===== src/rtl/stopwatch_pkg.sv =====
// Shared definitions for the stopwatch control slice.
// The controller state enum lives here so the controller and any
// future display or debug logic agree on one encoding.
package stopwatch_pkg;

  typedef enum logic [1:0] {
    IDLE  = 2'd0,
    RUN   = 2'd1,
    PAUSE = 2'd2,
    HALT  = 2'd3
  } state_t;

endpackage


===== src/rtl/stopwatch_tick_prescaler.sv =====
// Divides clk down to one tick every TICK_DIV cycles while running.
// The count holds its phase when run drops, so a paused stopwatch
// resumes mid-tick instead of restarting the tick period.
module tick_prescaler #(
  parameter int TICK_DIV = 10_000_000
) (
  input  logic clk,
  input  logic reset_n,
  input  logic run,
  input  logic zero,
  output logic tick
);

  localparam int W = (TICK_DIV > 1) ? $clog2(TICK_DIV) : 1;
  localparam logic [W-1:0] LAST = W'(TICK_DIV - 1);

  logic [W-1:0] count;

  assign tick = run && (count == LAST);

  // Count 0..TICK_DIV-1 while running, hold otherwise, zero on request
  always_ff @(posedge clk) begin
    if (!reset_n) begin
      count <= '0;
    end else if (zero) begin
      count <= '0;
    end else if (run) begin
      count <= tick ? '0 : count + W'(1);
    end
  end

endmodule


===== src/rtl/stopwatch_ctrl.sv =====
// Stopwatch run/pause/halt controller driving an external digit counter chain.
// Lap (display freeze) support is compiled in only when STOPWATCH_LAP_EN is
// defined; without it the display_hold port is kept and tied low.
module stopwatch_ctrl
  import stopwatch_pkg::*;
#(
  parameter int TICK_DIV    = 10_000_000,
  parameter int STOP_AT_MAX = 1
) (
  input  logic clk,
  input  logic reset_n,
  input  logic start_stop,
  input  logic clear,
  input  logic lap,
  input  logic chain_max,
  output logic count_en,
  output logic count_clr,
  output logic running,
  output logic overflow,
  output logic display_hold
);

  state_t state;
  state_t next_state;
  logic   tick;
  logic   max_hit;
  logic   clr_pending;
  logic   stop_en;

  assign stop_en = (STOP_AT_MAX != 0);
  assign max_hit = tick && stop_en && chain_max;

  tick_prescaler #(
    .TICK_DIV (TICK_DIV)
  ) u_prescaler (
    .clk     (clk),
    .reset_n (reset_n),
    .run     (state == RUN),
    .zero    ((state == IDLE) || (state == HALT)),
    .tick    (tick)
  );

  // State register plus the one-cycle-delayed clear strobe for the chain
  always_ff @(posedge clk) begin
    if (!reset_n) begin
      state       <= IDLE;
      clr_pending <= 1'b0;
    end else begin
      state       <= next_state;
      clr_pending <= clear;
    end
  end

  // Next state: clear beats saturation, saturation beats start_stop
  always_comb begin
    next_state = state;
    if (clear) begin
      next_state = IDLE;
    end else if (max_hit) begin
      next_state = HALT;
    end else if (start_stop) begin
      case (state)
        IDLE:    next_state = RUN;
        RUN:     next_state = PAUSE;
        PAUSE:   next_state = RUN;
        HALT:    next_state = HALT;
        default: next_state = IDLE;
      endcase
    end
  end

  // Outputs: a tick that would push the chain past its maximum is swallowed
  always_comb begin
    count_en  = tick && !max_hit;
    count_clr = clr_pending;
    running   = (state == RUN);
    overflow  = (state == HALT);
  end

`ifdef STOPWATCH_LAP_EN
  logic hold;

  // Lap freezes or releases the display only while time is being kept
  always_ff @(posedge clk) begin
    if (!reset_n) begin
      hold <= 1'b0;
    end else if (clear) begin
      hold <= 1'b0;
    end else if (lap && ((state == RUN) || (state == PAUSE))) begin
      hold <= ~hold;
    end
  end

  assign display_hold = hold;
`else
  logic unused_lap;

  assign unused_lap   = lap;
  assign display_hold = 1'b0;
`endif

endmodule


===== config.mk =====
export PLATFORM = sky130hd
export DESIGN_NAME = stopwatch_ctrl
export DESIGN_NICKNAME = d
export VERILOG_FILES = /design/src/rtl/stopwatch_pkg.sv /design/src/rtl/stopwatch_tick_prescaler.sv /design/src/rtl/stopwatch_ctrl.sv
export SDC_FILE = /design/constraint.sdc
export NUM_CORES = 1
export LEC_CHECK = 0
export ABC_AREA = 1
export BUFFER_PORTS_ARGS = -buffer_cell sky130_fd_sc_hd__buf_2
export CAP_MARGIN = 30
export CORE_ASPECT_RATIO = 1.25
export CORE_MARGIN = 8
export CORE_UTILIZATION = 64
export DETAILED_ROUTE_END_ITERATION = 10
export GPL_TIMING_DRIVEN = 0
export PLACE_DENSITY = 0.8
export SYNTH_ARGS = -nofsm -noshare
export SYNTH_HDL_FRONTEND = slang
export SYNTH_SLANG_ARGS = --single-unit

===== constraint.sdc =====
create_clock -name clk -period 2.2 [get_ports clk]
set_input_delay 0.44 -clock clk [delete_from_list [all_inputs] [get_ports clk]]
set_output_delay 0.44 -clock clk [all_outputs]
set_load 0.03 [all_outputs]

==> results.toml <==
[job]
drv_cap = 0

[die]
ioPinCount = 11
die_h_um = 73.03
start_util = 0.6791
dieArea_um2 = 4500
rows = 20
coreArea_um2 = 2452
die_w_um = 61.63

[sta]
whs_ps = 317.1
finalSetupViolations = 0
fmax_mhz = 475.2
final_hold_viol_count = 0
fin_crit_sh = 0.9565
setup-tns-final_ps = 0
clock_skew_ps = 5.654
slew_violations = 0
setup_ws_ps = 95.66
min_period_ps = 2104

[global_routing]
first_global_vias = 1363
grt_max_degree = 15
grt_pass1_wl_um = 5892
gr-usage-all-layers = 0.1700
antenna_found_initial = 0
grt_overflow = 0

[cells_and_area]
areaGrowthSynthToFinish_pct = 8.640
finalInstanceArea_um2 = 1809
register_area_um2 = 543.0
multi_input_area_um2 = 968.4
layout_commonest_cell = "nand2_1"
nets = 278
finalNonFillerCells = 300
num-fill-cells = 242
final_cell_mix = "52 x nand2_1, 47 x nor2_1, 31 x inv_1"
drive_above_1_share = 0.2172
antenna-diode-count = 0
utilization = 0.7378

[place]
gp_congestion = 0.9303
numPortBuffers = 8
dp_hpwl_um = 2780
dp.cells = 294
dp_slack_ps = 266.2
place_area_um2 = 1752

[critical_path]
slowest_stage = "dfxtp_2"
path_class = "reg -> out"
cp-start-kind = "register"
slowest_delay_ps = 350
r2r.worst_path.cells = 12
timing.rr.end = "u_prescaler.count[15]"
rrSetupSlack_ps = 470
endpoint_kind = "output port"
cp.buffers_inverters = 3
crit_fanout = 9
worstPathRequired_ps = 1760
timing.rr.start = "state[1]"
cp.arrival_ps = 1660
crit_path_cell_trace = "inv_2 > ha_2 > buf_8 > nand2_4 > nor2_4 > nand3_2 > nor3_2 > buf_4"
crit_start = "state[1]"
worst_path_dominant_cell_family = "simple AND/OR/NAND/NOR gates"

[routing]
wl_per_cell_um = 11.85
wl_um = 3554
drc = 0
ant_nets = 0
drtPass1Iterations = 4
vias = 1522
via_per_inst = 5.073
detail_route.iter0.violations = 56

[synthesis]
synth_fp_nets = 263
avgSynthCellArea_um2 = 6.582
yosysTopAreaCell = "dfxtp_1"
synth.yosys.seq_area_share = 0.3246
netlist_area_um2 = 1665
synth_area_leaders = "dfxtp_1 32%, nand2_1 12%, nor2_1 11%, inv_1 7.2%, nand2_2 5.3%"
postSynthCellCount = 253
synth_top_area_share = 0.3246
synth_cell_types = 27
ys_seq_elements = 27
synth_warnings = 0

[run_status]
status = "finished clean"

[pwr]
total_power_mw = 0.7496
vdd_drop_max_mv = 0.3821
p_leak_nw = 0.7216
powerDensity_nw_per_um2 = 414.3

[clocking]
cts_tree = "done"
hold_buffers = 0
htree_levels = 1
root_buffer = "clkbuf_4"
clk_pin_slew_ps = 130
clkSinkCount = 27
clock_path_buffers = 2
insertion_delay_ps = 320
cts-buffers-inserted = 3

[worst_hold_path]
min_from = "clear"
hp-class = "in -> reg"
hold_depth = 3
whs_endpoint = "count_clr"
how the worst max path moves through the flow:
stage | to | slack (ps) | depth (start not counted)
2_1_floorplan | count_en | 90 | 7
3_3_place_gp | count_en | 300 | 8
3_5_place_dp | count_en | 270 | 8
4_1_cts | count_en | 70 | 8
5_1_grt | count_en | -5 | 8
6_report | count_en | 100 | 8
final cells by class:
class,instances,area share
Tap cell,33,0.02282
Multi-Input combinational cell,187,0.5353
Buffer,3,0.02075
Sequential cell,27,0.3001
Timing Repair Buffer,10,0.03181
Inverter,36,0.07469
Clock buffer,4,0.01452
state kept, by name, summed over array words and instances (netlist names):
| signal | count |
|---|---|
| state | 2 |
| count_clr | 1 |
| u_prescaler.count | 24 |
report_power, final:
part	internal (mW)	switching [mW]
registers	0.492	0.00170
logic	0.0164	0.0288
clock network	0.0710	0.140
total	0.579	0.171
worst min-delay path: stages:
cell     delay [ps]
buf_2            80
nand2_1          40
inv_1            50
cells by family (layout without fill, tap and decap cells):
kind of cell | count (synthesis) | in the layout | share of synthesized area
AND/OR/NAND/NOR | 163 | 163 | 0.4718
buffers and inverters | 39 | 53 | 0.1014
flip-flops | 27 | 27 | 0.3246
AO/OA/AOI/OAI | 14 | 14 | 0.04358
XOR/XNOR | 5 | 5 | 0.02629
adder cells (fa/ha/maj) | 4 | 4 | 0.03005
other | 1 | 1 | 0.002252
routing by layer:
| layer | up-vias | global-route usage | part of all wire |
|---|---|---|---|
| met5 | - | 0 | 0 |
| met4 | 0 | 0.06091 | 0.017 |
| met3 | 7 | 0.02116 | 0.021 |
| met2 | 13 | 0.2953 | 0.51 |
| met1 | 681 | 0.2010 | 0.45 |
| li1 | 821 | - | - |
repair_timing:
| item | in CTS | in global routing |
|---|---|---|
| setup endpoints to repair | 1 | 1 |
| pin swaps | 1 | 0 |
| buffers inserted | 1 | 1 |
| gates resized for setup | 2 | 5 |
| gates cloned | 0 | 0 |
cell usage after synthesis:
cell,instances
nor2_2,8
nand2_1,52
nand3_1,15
nor2_4,4
inv_2,4
nor2_1,47
and3_1,1
conb_1,1
o21ai_0,7
nor3_1,7
buf_6,1
nor4_1,2
dfxtp_1,27
o21a_1,1
a21oi_1,6
buf_8,1
xor2_1,4
nand2_2,14
nand3b_1,1
nand4_1,6
inv_1,32
buf_4,1
xnor2_1,1
ha_1,4
nand3_2,4
or2_2,1
nand2_4,1
Note: power is estimated with default switching activity, not from simulation.
